==> config.mk <==
export PLATFORM = sky130hd
export DESIGN_NAME = count_up_seq
export DESIGN_NICKNAME = d
export VERILOG_FILES = /design/src/rtl/count_up_seq.sv
export SDC_FILE = /design/constraint.sdc
export NUM_CORES = 1
export LEC_CHECK = 0
export ABC_CLOCK_PERIOD_IN_PS = 1870
export BUFFER_PORTS_ARGS = -buffer_cell sky130_fd_sc_hd__buf_2
export CELL_PAD_IN_SITES_DETAIL_PLACEMENT = 0
export CELL_PAD_IN_SITES_GLOBAL_PLACEMENT = 1
export CORE_ASPECT_RATIO = 0.8
export CORE_MARGIN = 2
export CORE_UTILIZATION = 32
export DETAILED_ROUTE_END_ITERATION = 16
export GPL_TIMING_DRIVEN = 0
export PLACE_DENSITY_LB_ADDON = 0.08
export SETUP_SLACK_MARGIN = 0.5
export SLEW_MARGIN = 40
export SYNTH_ARGS = -nofsm -noshare
export SYNTH_HDL_FRONTEND = slang
export SYNTH_SLANG_ARGS = --single-unit
==> constraint.sdc <==
create_clock -name clk -period 1.87 [get_ports clk]
set_input_delay 0.187 -clock clk [delete_from_list [all_inputs] [get_ports clk]]
set_output_delay 0.187 -clock clk [all_outputs]
set_load 0.01 [all_outputs]
==> src/rtl/count_up_seq.sv <==
// Loadable up-counter with force-set, stop and wrap pulse; count/busy/tc registered, load visible one edge after accept.
// Backpressure: ld_ready is low outside IDLE, during set and during rst; offers are simply not taken then.
module count_up_seq #(
    parameter int WIDTH       = 16,
    parameter int AUTO_RELOAD = 0
) (
    input  logic             clk,
    input  logic             rst,
    input  logic             set,
    input  logic             stop,
    input  logic             en,
    input  logic             ld_valid,
    input  logic [WIDTH-1:0] ld_data,
    output logic             ld_ready,
    output logic [WIDTH-1:0] count,
    output logic             busy,
    output logic             tc
);

    typedef enum logic {
        IDLE = 1'b0,
        RUN  = 1'b1
    } state_t;

    localparam logic [WIDTH-1:0] ALL_ONES = {WIDTH{1'b1}};
    localparam logic [WIDTH-1:0] ONE      = {{(WIDTH-1){1'b0}}, 1'b1};

    state_t           state;
    state_t           state_nxt;
    logic [WIDTH-1:0] count_nxt;
    logic [WIDTH-1:0] reload;
    logic [WIDTH-1:0] reload_nxt;
    logic             tc_nxt;

    // ld_ready depends only on state, set and rst so ld_valid never loops back into it
    assign ld_ready = (state == IDLE) && !set && !rst;
    assign busy     = (state == RUN);

    always_comb begin
        state_nxt  = state;
        count_nxt  = count;
        reload_nxt = reload;
        tc_nxt     = 1'b0;
        if (set) begin
            count_nxt = ALL_ONES;
            if (stop) begin
                state_nxt = IDLE;
            end
        end else if (stop) begin
            state_nxt = IDLE;
        end else if (state == IDLE) begin
            if (ld_valid && ld_ready) begin
                count_nxt  = ld_data;
                reload_nxt = ld_data;
                state_nxt  = RUN;
            end
        end else if (en) begin
            if (count == ALL_ONES) begin
                tc_nxt = 1'b1;
                if (AUTO_RELOAD != 0) begin
                    count_nxt = reload;
                end else begin
                    count_nxt = '0;
                    state_nxt = IDLE;
                end
            end else begin
                count_nxt = count + ONE;
            end
        end
    end

    always_ff @(posedge clk) begin
        if (rst) begin
            state  <= IDLE;
            count  <= '0;
            reload <= '0;
            tc     <= 1'b0;
        end else begin
            state  <= state_nxt;
            count  <= count_nxt;
            reload <= reload_nxt;
            tc     <= tc_nxt;
        end
    end

endmodule

# Word level (Yosys, flattened, before mapping)
# Index checks and enable logic that the tools add are counted.
word_totals:
  register_bits: 18
  word_cells: 32
  inputBits: 22
classes:
  n_mux: 14
  n_reduce_logical: 8
  bitwise_logic: 2
  eq_ne: 4
  addsub: 1
ops:
  columns: ["operator", "n"]
  rows:
  - ["$mux W16", 6]
  - ["$add A16 B1 Y16 const B", 1]
  - ["$eq A16 B16 Y1 const B", 1]
  - ["$mux W1", 8]
  - ["$reduce_or A5 Y1", 1]
  - ["$logic_and A1 B1 Y1", 3]
  - ["$ne A3 B3 Y1 const B", 1]
  - ["$reduce_and A3 Y1", 1]
  - ["$reduce_bool A3 Y1", 1]
  - ["$logic_not A1 Y1", 2]
  - ["$ne A2 B1 Y1 const B", 1]
  - ["$ne A2 B2 Y1 const B", 1]
  - ["$not A1 Y1", 2]

# Depth between registers and ports, before layout
depth:
  word_depth: 8
  mapped_depth: 6

# Worst setup path after synthesis
# OpenSTA, ideal clock, no wires.
synth_path:
  path_kind: "register -> register"
  start: "register count[0]"
  end: "register count[0]"
  arrival_ps: 1781
  stages_incl_launch_ff: 6
  path_buffers: 0
  synth_period_minus_slack_ps: 1902
  slack_ps: -32
  setup_time_ps: 122
  cell_sequence: "dfxtp_1 > ha_1 > nand4_2 > o41ai_1 > o221ai_1 > o311a_1"
synth_between:
  elab_chain_cells: 6
synth_rtl:
  columns: ["item", "line", "text"]
  rows:
  - ["start, declared", "15", "output logic [WIDTH-1:0] count,"]
  - ["start signal, assigned", "80", "count <= count_nxt;"]
  - ["$add A16 B1 Y16 or $eq A16 B16 Y1 (tied branches)", "67, 58", null]
  - ["$mux W16 *", "58", "if (count == ALL_ONES) begin"]
  - ["$mux W16 *", "57", "end else if (en) begin"]
  - ["$mux W16 *", "51", "end else if (state == IDLE) begin"]
  - ["$mux W16 *", "49", "end else if (stop) begin"]
  - ["$mux W16 *", "44", "if (set) begin"]
# Every way passes the cells marked *; elsewhere a longest branch is shown, timed or not. The select of a mux whose other input is x is not followed.
# A chain may end at the register's enable or synchronous reset.

# Worst setup path after layout
layout_path:
  start: "register state (netlist: busy)"
  end: "register count[10]"
layout_between:
  elab_chain_cells: 6
layout_rtl:
  columns: ["item", "line", "text"]
  rows:
  - ["start, declared", "28", "state_t state;"]
  - ["start signal, assigned", "79", "state <= state_nxt;"]
  - ["$not A1 Y1 (no line)", null, null]
  - ["$logic_and A1 B1 Y1 (2 in series)", "36", "assign ld_ready = (state == IDLE) && !set && !rst;"]
  - ["$logic_and A1 B1 Y1", "52", "if (ld_valid && ld_ready) begin"]
  - ["$reduce_bool A3 Y1 (no line)", null, null]
  - ["$reduce_and A3 Y1 (no line)", null, null]
# Several ways; a longest one is shown, not always the timed one. The select of a mux whose other input is x is not followed.

==> flow_summary_export.csv <==
group,metric,value,unit
critical_path,crit_path_start_kind,"register",
synth,synth-seq-cells,18,
critical_path,crit_chain,"or4b_4 -> buf_6 -> or4_4 -> o31ai_2 -> a311oi_1",
cts,cts_root_buf,"clkbuf_8",
run,cap_violations,0,
routing,dr_total_vias,1548,
synth,syn_inst,157,
synth,seq_area_frac_synth,0.291,
critical_path,r2r_slack,180,ps
cts,cts.htree.levels,1,
routing,drt_iter0_drc,66,
cts,clock_latency,260,ps
synth,async_reset_ff_frac,0,
critical_path,worst_path_largest_cell_delay,480,ps
synth,synth_nets,180,
finish,diodes,0,
timing,max_slew_margin,0.641,
critical_path,r2r_cells,5,
floorplan,initial_core_util,0.330,
hold_path,holdCritPathClass,"in2reg",
floorplan,fp.coreArea,3750,sq um
critical_path,path_buf_inv,1,
critical_path,path_class,"reg2reg",
critical_path,r2r-start,"busy",
synth,synth.avg_cell_area,7.90,sq um
pwr,p_seq_frac,0.449,
routing,wl,4.65,mm
pwr,power_density,544,nW/um^2
timing,min_period_over_period,0.905,
placed_design,place_hpwl,3.05,mm
critical_path,cp-end-kind,"register",
finish,area_delta_synth_final,53.8,%
hold_path,hold_start,"ld_data[7]",
finish,drive_gt1_frac,0.459,
timing,worst_slew_pin_slew,539,ps
routing,via_per_inst,5.82,
floorplan,fp.dieArea,4390,sq um
timing,clock.fmax,0.591,GHz
routing,drtAntennaViolNets,0,
critical_path,slowest_stage,"or4b_4",
routing,firstDrtPassIters,4,
floorplan,num_rows,20,
pwr,pwr-share-clk,0.294,
placed_design,gp_congestion,0.806,
critical_path,r2r-end,"count[10]",
timing,rsz0062_at_grt,"yes",
grt,grt-ovfl-total,0,
critical_path,critPathArrivalTime,1830,ps
grt,antenna_found_initial,0,
pwr,p_leak,0.784,nW
routing,drc,0,
synth,synth_edf_count,0,
synth,yosys_warnings,0,
outcome,status,"finished, final reports clean",
cts,cts_made_buffers,3,
critical_path,startpoint,"busy",
floorplan,die_h,59.7,um
pwr,swShare,0.333,
pwr,p_total,1.04,mW
cts,postCtsHoldBufs,0,
pwr,switchingPower,0.346,mW
grt,grt_pass1_vias,1413,
finish,nets,246,
timing,finalSetupTns,0,ps
cts,cts_max_path_buffers,2,
critical_path,critPathMaxFanout,8,
hold_path,holdPathStages,3,
hold_path,min_to,"count[7]",
floorplan,chipWidth,73.6,um
timing,setup_viol,0,
grt,grt_max_degree,11,
grt,gr-usage-all-layers,0.218,
pwr,internal-power,0.692,mW
floorplan,io_pins,41,
cts,path_clk_slew,80,ps
placed_design,numPortBuffers,39,
grt,grt_pass1_wl,7.23,mm
cts,cts_tree,"done",
timing,skew,3.51,ps
critical_path,worstPathRequired,2010,ps
timing,maxSlewViolCount,0,
critical_path,crit_family,"simple AND/OR/NAND/NOR gates",
synth,synth_area,1240,sq um
pwr,ir_worst_vdd,0.241,mV
synth,synth_cell_types,49,
routing,routed_wire_length_per_instance,17.5,um
finish,fillCellCount,399,
pwr,power_frac_comb,0.257,
timing,hold_viol_final,0,
timing,period_minus_slack,1690,ps
cts,cts_sinks,18,
synth,ys.flop_type,"dfxtp_1",
-- tightest hold or removal path, cell delays in order --
cell,delay [ps]
buf_2,90
nand2_1,50
a31oi_1,70
-- metrics by stage --
stage	util	std cells	hold slack [ps]	setup slack, ps	instance area [sq um]
floorplan	-	157	263	263	1300
global placement	0.414	240	450	-207	1550
detailed placement	0.415	240	450	-0.552	1560
CTS	0.479	256	175	189	1800
global route	0.508	266	212	134	1910
finish	0.508	266	175	177	1910
-- worst max path at each step --
stage                      to  slack, ps  cells past startpoint
floorplan            count[9]        260                      6
global placement    count[15]       -210                      5
detailed placement   count[3]       -0.6                      5
CTS                 count[10]        190                      5
global route         count[7]        130                      4
finish              count[10]        180                      5
-- power groups by stage --
stage / Clock [mW] / Sequential (mW) / Combinational (mW)
final: 0.305 / 0.466 / 0.267
after global routing: 0.321 / 0.473 / 0.291
after CTS: 0.305 / 0.463 / 0.254
after detailed placement: 0 / 0.473 / 0.223
after global placement: 0 / 0.471 / 0.220
after floorplan: 0 / 0.477 / 0.123
-- kinds of logic after synthesis --
| kind of cell | Yosys count | synth area share |
|---|---|---|
| compound gates | 56 | 0.332 |
| xor+xnor | 3 | 0.0212 |
| buf+inv | 18 | 0.0676 |
| fa+ha+maj | 1 | 0.0101 |
| simple gates | 61 | 0.279 |
| flops | 18 | 0.291 |
-- state kept, by name, summed over array words and instances (netlist names) --
name,flops
tc,1
busy,1
count,16
-- cells in the final DEF, fill, tap and decap left out, types with 5 or more instances in the layout --
| cell type | Yosys | final |
|---|---|---|
| a21oi_1 | 6 | 5 |
| a221oi_1 | 6 | 6 |
| buf_2 | 4 | 39 |
| buf_4 | 1 | 24 |
| dfxtp_1 | 18 | 9 |
| dfxtp_2 | 0 | 6 |
| inv_1 | 8 | 8 |
| nand2_1 | 11 | 11 |
| nand2b_1 | 5 | 5 |
| nor2_1 | 10 | 10 |
| o21ai_0 | 10 | 7 |
-- synth_stat cells (all sizes together) (2+ instances only) --
cell type | instances | area share
nand3 | 3 | 0.016
a21o | 2 | 0.012
inv | 8 | 0.024
a21boi | 2 | 0.012
or4 | 2 | 0.012
a221oi | 6 | 0.042
and3 | 4 | 0.024
clkbuf | 4 | 0.012
nand4 | 4 | 0.025
a211oi | 4 | 0.024
nor2 | 10 | 0.030
buf | 6 | 0.031
dfxtp | 18 | 0.29
nand2b | 5 | 0.025
o31a | 2 | 0.014
or3 | 3 | 0.015
a311oi | 4 | 0.028
a21oi | 7 | 0.031
nand2 | 12 | 0.038
o31ai | 5 | 0.030
o41ai | 3 | 0.021
a41oi | 2 | 0.014
nor2b | 3 | 0.015
o21ai | 10 | 0.040
nor3 | 5 | 0.020
nor4 | 7 | 0.035
xnor2 | 2 | 0.014
-- cell type report --
type | count | area, sq um | area share
Inverter | 8 | 30.0 | 0.0157
Multi-Input combinational cell | 121 | 946 | 0.496
Clock buffer | 4 | 45.0 | 0.0236
Sequential cell | 18 | 379 | 0.199
Buffer | 10 | 91.3 | 0.0479
Timing Repair Buffer | 61 | 360 | 0.189
Tap cell | 44 | 55.1 | 0.0289
-- layer usage --
| layer | wire (um) | GRT usage | up-vias | share of wire |
|---|---|---|---|---|
| met5 | 0 | 0 | - | 0 |
| met4 | 46 | 0.0519 | 0 | 0.0099 |
| met3 | 316 | 0.0438 | 4 | 0.068 |
| met2 | 2060 | 0.318 | 54 | 0.44 |
| met1 | 2230 | 0.328 | 740 | 0.48 |
| li1 | - | - | 750 | - |
-- repair_timing --
action / 4_1_cts / 5_1_grt
setup endpoints to repair: 19 / 19
gates resized for setup: 23 / 9
setup buffers: 12 / 10
pin swaps: 2 / 8
Note: power is estimated with default switching activity, not from simulation.
